**src/rtl/fetch_ctrl.sv**
```systemverilog
// Fetch-stage controller: drives the instruction memory request, computes the
// next PC, and loads the fetch/decode pipeline register.  A one-entry hold
// buffer absorbs an instruction that returns while decode is stalled, and a
// drain state retires a request that was abandoned by a redirect.
//
//   state | meaning
//   ------+---------------------------------------------------------------
//   FETCH | request outstanding at pc; deliver on ack
//   HOLD  | fetched instruction parked in hold buffer, waiting for decode
//   DRAIN | abandoned request still in flight at latched address; drop data
module fetch_ctrl #(
    parameter logic [31:0] RESET_INSTR = 32'h00000013
) (
    input  logic        clk,
    input  logic        rst,
    input  logic [31:0] pc,
    output logic [31:0] pc_next,
    output logic        stall_f,
    input  logic        stall_d,
    input  logic        redirect_valid,
    input  logic [31:0] redirect_pc,
    output logic        imem_req,
    output logic [31:0] imem_addr,
    input  logic        imem_ack,
    input  logic [31:0] imem_rdata,
    output logic [31:0] instr_d,
    output logic [31:0] pc_d,
    output logic        valid_d
);

    typedef enum logic [1:0] {
        FETCH = 2'd0,
        HOLD  = 2'd1,
        DRAIN = 2'd2
    } state_t;

    state_t      state_q, state_n;
    logic [31:0] buf_instr_q, buf_instr_n;
    logic [31:0] buf_pc_q, buf_pc_n;
    logic [31:0] drain_addr_q, drain_addr_n;
    logic [31:0] instr_n;
    logic [31:0] pc_d_n;
    logic        valid_n;
    logic        ack_ok;

    // Memory-facing outputs; the request drops during reset and while parked in HOLD.
    always_comb begin
        imem_req  = !rst && (state_q != HOLD);
        imem_addr = (state_q == DRAIN) ? drain_addr_q : pc;
        ack_ok    = imem_ack && imem_req;
        pc_next   = redirect_valid ? redirect_pc : (pc + 32'd4);
    end

    // Next-state and decode-register update; redirect overrides everything at the end.
    always_comb begin
        state_n      = state_q;
        stall_f      = 1'b1;
        buf_instr_n  = buf_instr_q;
        buf_pc_n     = buf_pc_q;
        drain_addr_n = drain_addr_q;
        instr_n      = instr_d;
        pc_d_n       = pc_d;
        valid_n      = valid_d;

        case (state_q)
            FETCH: begin
                if (redirect_valid) begin
                    if (!ack_ok) begin
                        drain_addr_n = pc;
                        state_n      = DRAIN;
                    end
                end else if (ack_ok) begin
                    if (!stall_d) begin
                        stall_f = 1'b0;
                        instr_n = imem_rdata;
                        pc_d_n  = pc;
                        valid_n = 1'b1;
                    end else begin
                        buf_instr_n = imem_rdata;
                        buf_pc_n    = pc;
                        state_n     = HOLD;
                    end
                end else if (!stall_d) begin
                    valid_n = 1'b0;
                end
            end
            HOLD: begin
                if (redirect_valid) begin
                    state_n = FETCH;
                end else if (!stall_d) begin
                    stall_f = 1'b0;
                    instr_n = buf_instr_q;
                    pc_d_n  = buf_pc_q;
                    valid_n = 1'b1;
                    state_n = FETCH;
                end
            end
            DRAIN: begin
                // Data of the abandoned request is dropped; a redirect here keeps
                // the original address, and the ack still retires the request.
                valid_n = 1'b0;
                if (ack_ok) begin
                    state_n = FETCH;
                end
            end
            default: begin
                state_n = FETCH;
            end
        endcase

        if (redirect_valid) begin
            stall_f = 1'b0;
            valid_n = 1'b0;
            instr_n = instr_d;
            pc_d_n  = pc_d;
        end
    end

    // State, hold buffer, drain address and decode registers.
    always_ff @(posedge clk or posedge rst) begin
        if (rst) begin
            state_q      <= FETCH;
            buf_instr_q  <= 32'd0;
            buf_pc_q     <= 32'd0;
            drain_addr_q <= 32'd0;
            instr_d      <= RESET_INSTR;
            pc_d         <= 32'd0;
            valid_d      <= 1'b0;
        end else begin
            state_q      <= state_n;
            buf_instr_q  <= buf_instr_n;
            buf_pc_q     <= buf_pc_n;
            drain_addr_q <= drain_addr_n;
            instr_d      <= instr_n;
            pc_d         <= pc_d_n;
            valid_d      <= valid_n;
        end
    end

endmodule

```
**config.mk**
```make
export PLATFORM = sky130hd
export DESIGN_NAME = fetch_ctrl
export DESIGN_NICKNAME = d
export VERILOG_FILES = /design/src/rtl/fetch_ctrl.sv
export SDC_FILE = /design/constraint.sdc
export NUM_CORES = 1
export LEC_CHECK = 0
export ABC_AREA = 0
export CAP_MARGIN = 20
export CORE_AREA = 10 10 137 139
export CTS_CLUSTER_SIZE = 25
export DETAILED_ROUTE_END_ITERATION = 10
export DIE_AREA = 0 0 147 149
export PLACE_DENSITY_LB_ADDON = 0.08
export SLEW_MARGIN = 20
export SYNTH_ARGS = -nofsm -noshare
export SYNTH_HDL_FRONTEND = slang
export SYNTH_SLANG_ARGS = --single-unit
export TNS_END_PERCENT = 1
```
**constraint.sdc**
```tcl
create_clock -name clk -period 16.5 [get_ports clk]
set_input_delay 3.3 -clock clk [delete_from_list [all_inputs] [get_ports clk]]
set_output_delay 3.3 -clock clk [all_outputs]
set_load 0.01 [all_outputs]
```
After elaboration in Yosys (flattened, before gate mapping)

Cells that the tools add are included.
W data, S select, Z words.

Register bits: 163
Output and inout bits: 131
Input bits: 101
Logic and storage cells: 60

Add/subtract/negate cells: 1
Equal/unequal tests: 12
Bitwise logic cells: 2
Reduce and logical (&&, ||, !) cells: 11
Muxes and demuxes: 27

Operators with widths:

| kind                    | count |
|---|---|
| $mux W32                | 8 |
| $pmux W32 S2            | 2 |
| $add A32 B3 Y32 const B | 1 |
| $mux W2                 | 7 |
| $ne A3 B3 Y1 const B    | 4 |
| $reduce_and A5 Y1       | 2 |
| $ne A2 B2 Y1 const B    | 4 |
| $mux W1                 | 7 |
| $pmux W2 S3             | 1 |
| $ne A4 B4 Y1 const B    | 1 |
| $reduce_and A4 Y1       | 1 |
| $reduce_bool A4 Y1      | 1 |
| $pmux W1 S3             | 1 |
| $reduce_and A3 Y1       | 1 |
| $eq A2 B1 Y1 const B    | 1 |
| $eq A2 B2 Y1 const B    | 1 |
| $logic_and A1 B1 Y1     | 2 |
| $logic_not A2 Y1        | 1 |
| $ne A2 B1 Y1 const B    | 1 |
| $not A1 Y1              | 2 |
| $pmux W1 S2             | 1 |
| $reduce_and A2 Y1       | 1 |
| $reduce_bool A2 Y1      | 1 |
| $logic_not A1 Y1        | 1 |

Depth between registers and ports, before layout

Depth after elaboration: 6
Gate-level depth with buffers: 10
Mapped depth without buffers: 6

Least setup slack after synthesis

Ideal clock, no wire load.

Path kind: input port to output port
Start point: input port pc[2]
End point: output port pc_next[26]
Path buffers: 1
Path slack: 8.552 ns
Stages: 6
Arrival time: 4.648 ns
Required time: 13.200 ns
Cells stage by stage: ha_1 -> and4_1 -> buf_4 -> nand4_4 -> or4_1 -> a31oi_1

Longest elaborated chain between the ends: 2

RTL lines:

| item               | line | text |
|---|---|---|
| start: declaration | 16   | `input logic [31:0] pc,` |
| $add A32 B3 Y32    | 51   | `pc_next = redirect_valid ? redirect_pc : (pc + 32'd4);` |
| $mux W32           | 51   |  |
| end: declaration   | 17   | `output logic [31:0] pc_next,` |

Every way passes these cells.

Worst setup path in the final report

Start point: input port pc[5]
End point: output port pc_next[31]

Same word-level chain as after synthesis.

==> qor.yml <==
worst-r2r-cell-count: 6
ys_dominant_reg_cell: "sky130_fd_sc_hd__dfrtp_1"
cts.sink_count: 163
layout.core_utilization: 0.6906
count_of_routing_violations_after_the_opening_detailed_route_iteration: 303
global_route.overflow_total: 0
nNetsFinal: 1035
run_status: "finished clean"
cellPowerDensity_nw_per_um2: 160.4
netlist_instances: 732
slew_viol_final: 0
wl_per_cell_microns: 19.40
clk_transition_reported_paths_ns: 0.06
vdd_drop_max_mv: 0.08271
switching_power_share_of_the_total: 0.3105
min_clock_period_post_route_ns: 9.672
floorplan.initialDensity: 0.5056
finalHoldViolCount: 0
rsz_0062_raised_after_global_routing: "false"
worst_ep_arrival_time_ns: 6.37
hp-class: "flop to flop"
share_comb_of_total_power: 0.383
route.detailed.drc: 0
cts_made_buffers: 17
criticalPathCategory: "input pin to primary output"
post_synth_num_cell_types: 47
clock.fmax_mhz: 103.4
wire_length_of_the_first_global_routing_pass_microns: 36270
number_of_warnings_printed_during_yosys_synthesis: 0
worst-slew-pin-transition_ns: 1.091
via_count: 6285
cts_hold_buffers: 0
yosys-top-cells-area: "sky130_fd_sc_hd__dfrtp_1 (49%), sky130_fd_sc_hd__mux2_2 (17%), sky130_fd_sc_hd__mux2i_1 (8.0%)"
pin_count_of_the_biggest_net_entering_global_routing: 87
drt_pass1_iterations: 6
core_area_sq_um: 16170
final_ant_viol_nets: 0
final.fill_count: 1228
seq_power_share: 0.396
insertion_delay_ns: 0.42
worst_hold_slack_ns: 0.4800
fin_worst_skew_ns: 0.01443
layout-drive-gt1-share: 0.1898
startpoint_type: "input pin"
synth_top_area_cell: "sky130_fd_sc_hd__dfrtp_1"
timing.critical_path.fanout_max: 15
synth_async_sr_flop_share: 1.000
worstSetupEndpointType: "primary output"
final_cell_mix: "sky130_fd_sc_hd__clkdlybuf4s50_1 (231), sky130_fd_sc_hd__dfrtp_1 (160), sky130_fd_sc_hd__mux2_2 (127)"
boundaryPins: 232
ctsResizeCount: 0
antenna_found_initial: 2
wirelength_microns: 22610
cts_max_level: 4
numPortBuffers: 231
clockBufferDepth: 2
max-cap-violations: 0
layout.area.seq_sq_um: 4083
final.period_utilization: 0.5862
slew_headroom: 0.2708
floorplan.die_area_sq_um: 21900
gp_routability_congestion: 0.7903
cellInternalPower_mw: 1.235
grtUsageTotal: 0.2046
flow.area_growth_from_synthesis_pct: 36.59
tns_ns: 0
netlist_area_pre_place_sq_um: 8177
number_of_nets_in_the_synthesized_netlist: 837
via_count_of_the_first_global_routing_pass: 6853
report.power.total_mw: 1.792
chipWidth_microns: 147
cts_post_setup_buffers_inserted: 0
die_h_microns: 149
rows: 47
setup_viol: 0
ys_seq_area_frac: 0.4993
multi_input_area_sq_um: 3794
tritoncts: "done"
net-switching-power_uw: 556.3
synth-edff-count: 0
dp_hpwl_microns: 15700
whs_path_depth: 2
ys_seq_elements: 163
cts_root_buffer: "sky130_fd_sc_hd__clkbuf_16"
most_common_cell_after_layout_fill_and_taps_aside: "sky130_fd_sc_hd__clkdlybuf4s50_1"
avgSynthCellArea_sq_um: 11.17
avgViaCountPerCell: 5.395
cellLeakagePower_nw: 4.476
worst_ep_required_time_ns: 13.20
pwr-share-clk: 0.221
post-synth-top-area-fraction: 0.4897
==> routing by layer <==
metal	GRT usage	wire, microns
met1	0.2335	9369
met2	0.3519	11310
met3	0.07130	1527
met4	0.06888	399
met5	0	0
==> cells in the mapped netlist, types with 4 or more instances <==
master,n
sky130_fd_sc_hd__nand4_1,7
sky130_fd_sc_hd__buf_2,22
sky130_fd_sc_hd__ha_1,4
sky130_fd_sc_hd__buf_1,6
sky130_fd_sc_hd__a31oi_1,16
sky130_fd_sc_hd__buf_4,7
sky130_fd_sc_hd__o21ai_0,91
sky130_fd_sc_hd__clkbuf_1,16
sky130_fd_sc_hd__o31ai_1,5
sky130_fd_sc_hd__nand2_1,93
sky130_fd_sc_hd__nand3_1,10
sky130_fd_sc_hd__xor2_1,7
sky130_fd_sc_hd__xnor2_1,5
sky130_fd_sc_hd__and2_1,4
sky130_fd_sc_hd__and4_1,4
sky130_fd_sc_hd__inv_1,10
sky130_fd_sc_hd__mux2i_1,65
sky130_fd_sc_hd__a21oi_1,4
sky130_fd_sc_hd__or3_1,9
sky130_fd_sc_hd__mux2_2,127
sky130_fd_sc_hd__or4_1,5
sky130_fd_sc_hd__dfrtp_1,160
sky130_fd_sc_hd__nor2_1,21
==> registers in the layout (all words and copies together) (netlist names) <==
name,cells
state_q,2
valid_d,1
pc_d,32
drain_addr_q,32
buf_pc_q,32
buf_instr_q,32
instr_d,32
==> worst max-delay path: stages <==
cell                              delay, ns
sky130_fd_sc_hd__clkdlybuf4s50_1       0.63
sky130_fd_sc_hd__nand3_1               0.27
sky130_fd_sc_hd__nand4b_1              0.71
sky130_fd_sc_hd__or4_1                 0.69
sky130_fd_sc_hd__a31oi_1               0.20
sky130_fd_sc_hd__clkdlybuf4s50_1       0.57
==> stage by stage <==
stage	instance area (sq um)	std cells	setup WS [ns]
6_report	11170	1165	6.828
5_1_grt	11170	1165	6.699
4_1_cts	11160	1163	6.841
3_5_place_dp	10560	1131	6.843
3_3_place_gp	10540	1130	6.934
2_1_floorplan	8177	732	8.552
==> cells by family (layout without fill, tap and decap cells) <==
family | count (synthesis) | in the layout | synth area share
compound gates | 124 | 124 | 0.08279
simple gates | 170 | 170 | 0.1030
xor+xnor | 12 | 12 | 0.01285
mux | 192 | 192 | 0.2545
buf+inv | 67 | 278 | 0.04147
fa+ha+maj | 4 | 4 | 0.006121
other cells | 0 | 2 | 0
flops | 163 | 163 | 0.4993
==> final timing paths <==
path                       startpoint          end  slack (ns)
max in group asynchronous         rst  buf_pc_q[7]       11.48
min in group asynchronous         rst     pc_d[11]        3.51
min reg2reg                   pc_d[6]      pc_d[6]        0.48
max                             pc[5]  pc_next[31]        6.83
max reg2reg                state_q[1]      pc_d[7]       13.46
min                           pc_d[6]      pc_d[6]        0.48
==> area by class of cell <==
type                            count  area share
Sequential cell                   163      0.3656
Multi-Input combinational cell    502      0.3397
Timing Repair Buffer              236      0.2122
Clock buffer                       22     0.04246
Tap cell                          220     0.02465
Clock inverter                     10     0.01120
Inverter                           10    0.003809
Antenna cell                        2   0.0004481
==> power by group through the flow <==
| stage | logic [mW] | registers, mW | clock network [mW] |
|---|---|---|---|
| floorplan | 0.318 | 0.727 | 0 |
| global placement | 0.674 | 0.701 | 0 |
| detailed placement | 0.695 | 0.715 | 0 |
| CTS | 0.701 | 0.711 | 0.404 |
| global route | 0.746 | 0.735 | 0.423 |
| finish | 0.686 | 0.710 | 0.396 |
(Power assumes the default switching activity.)
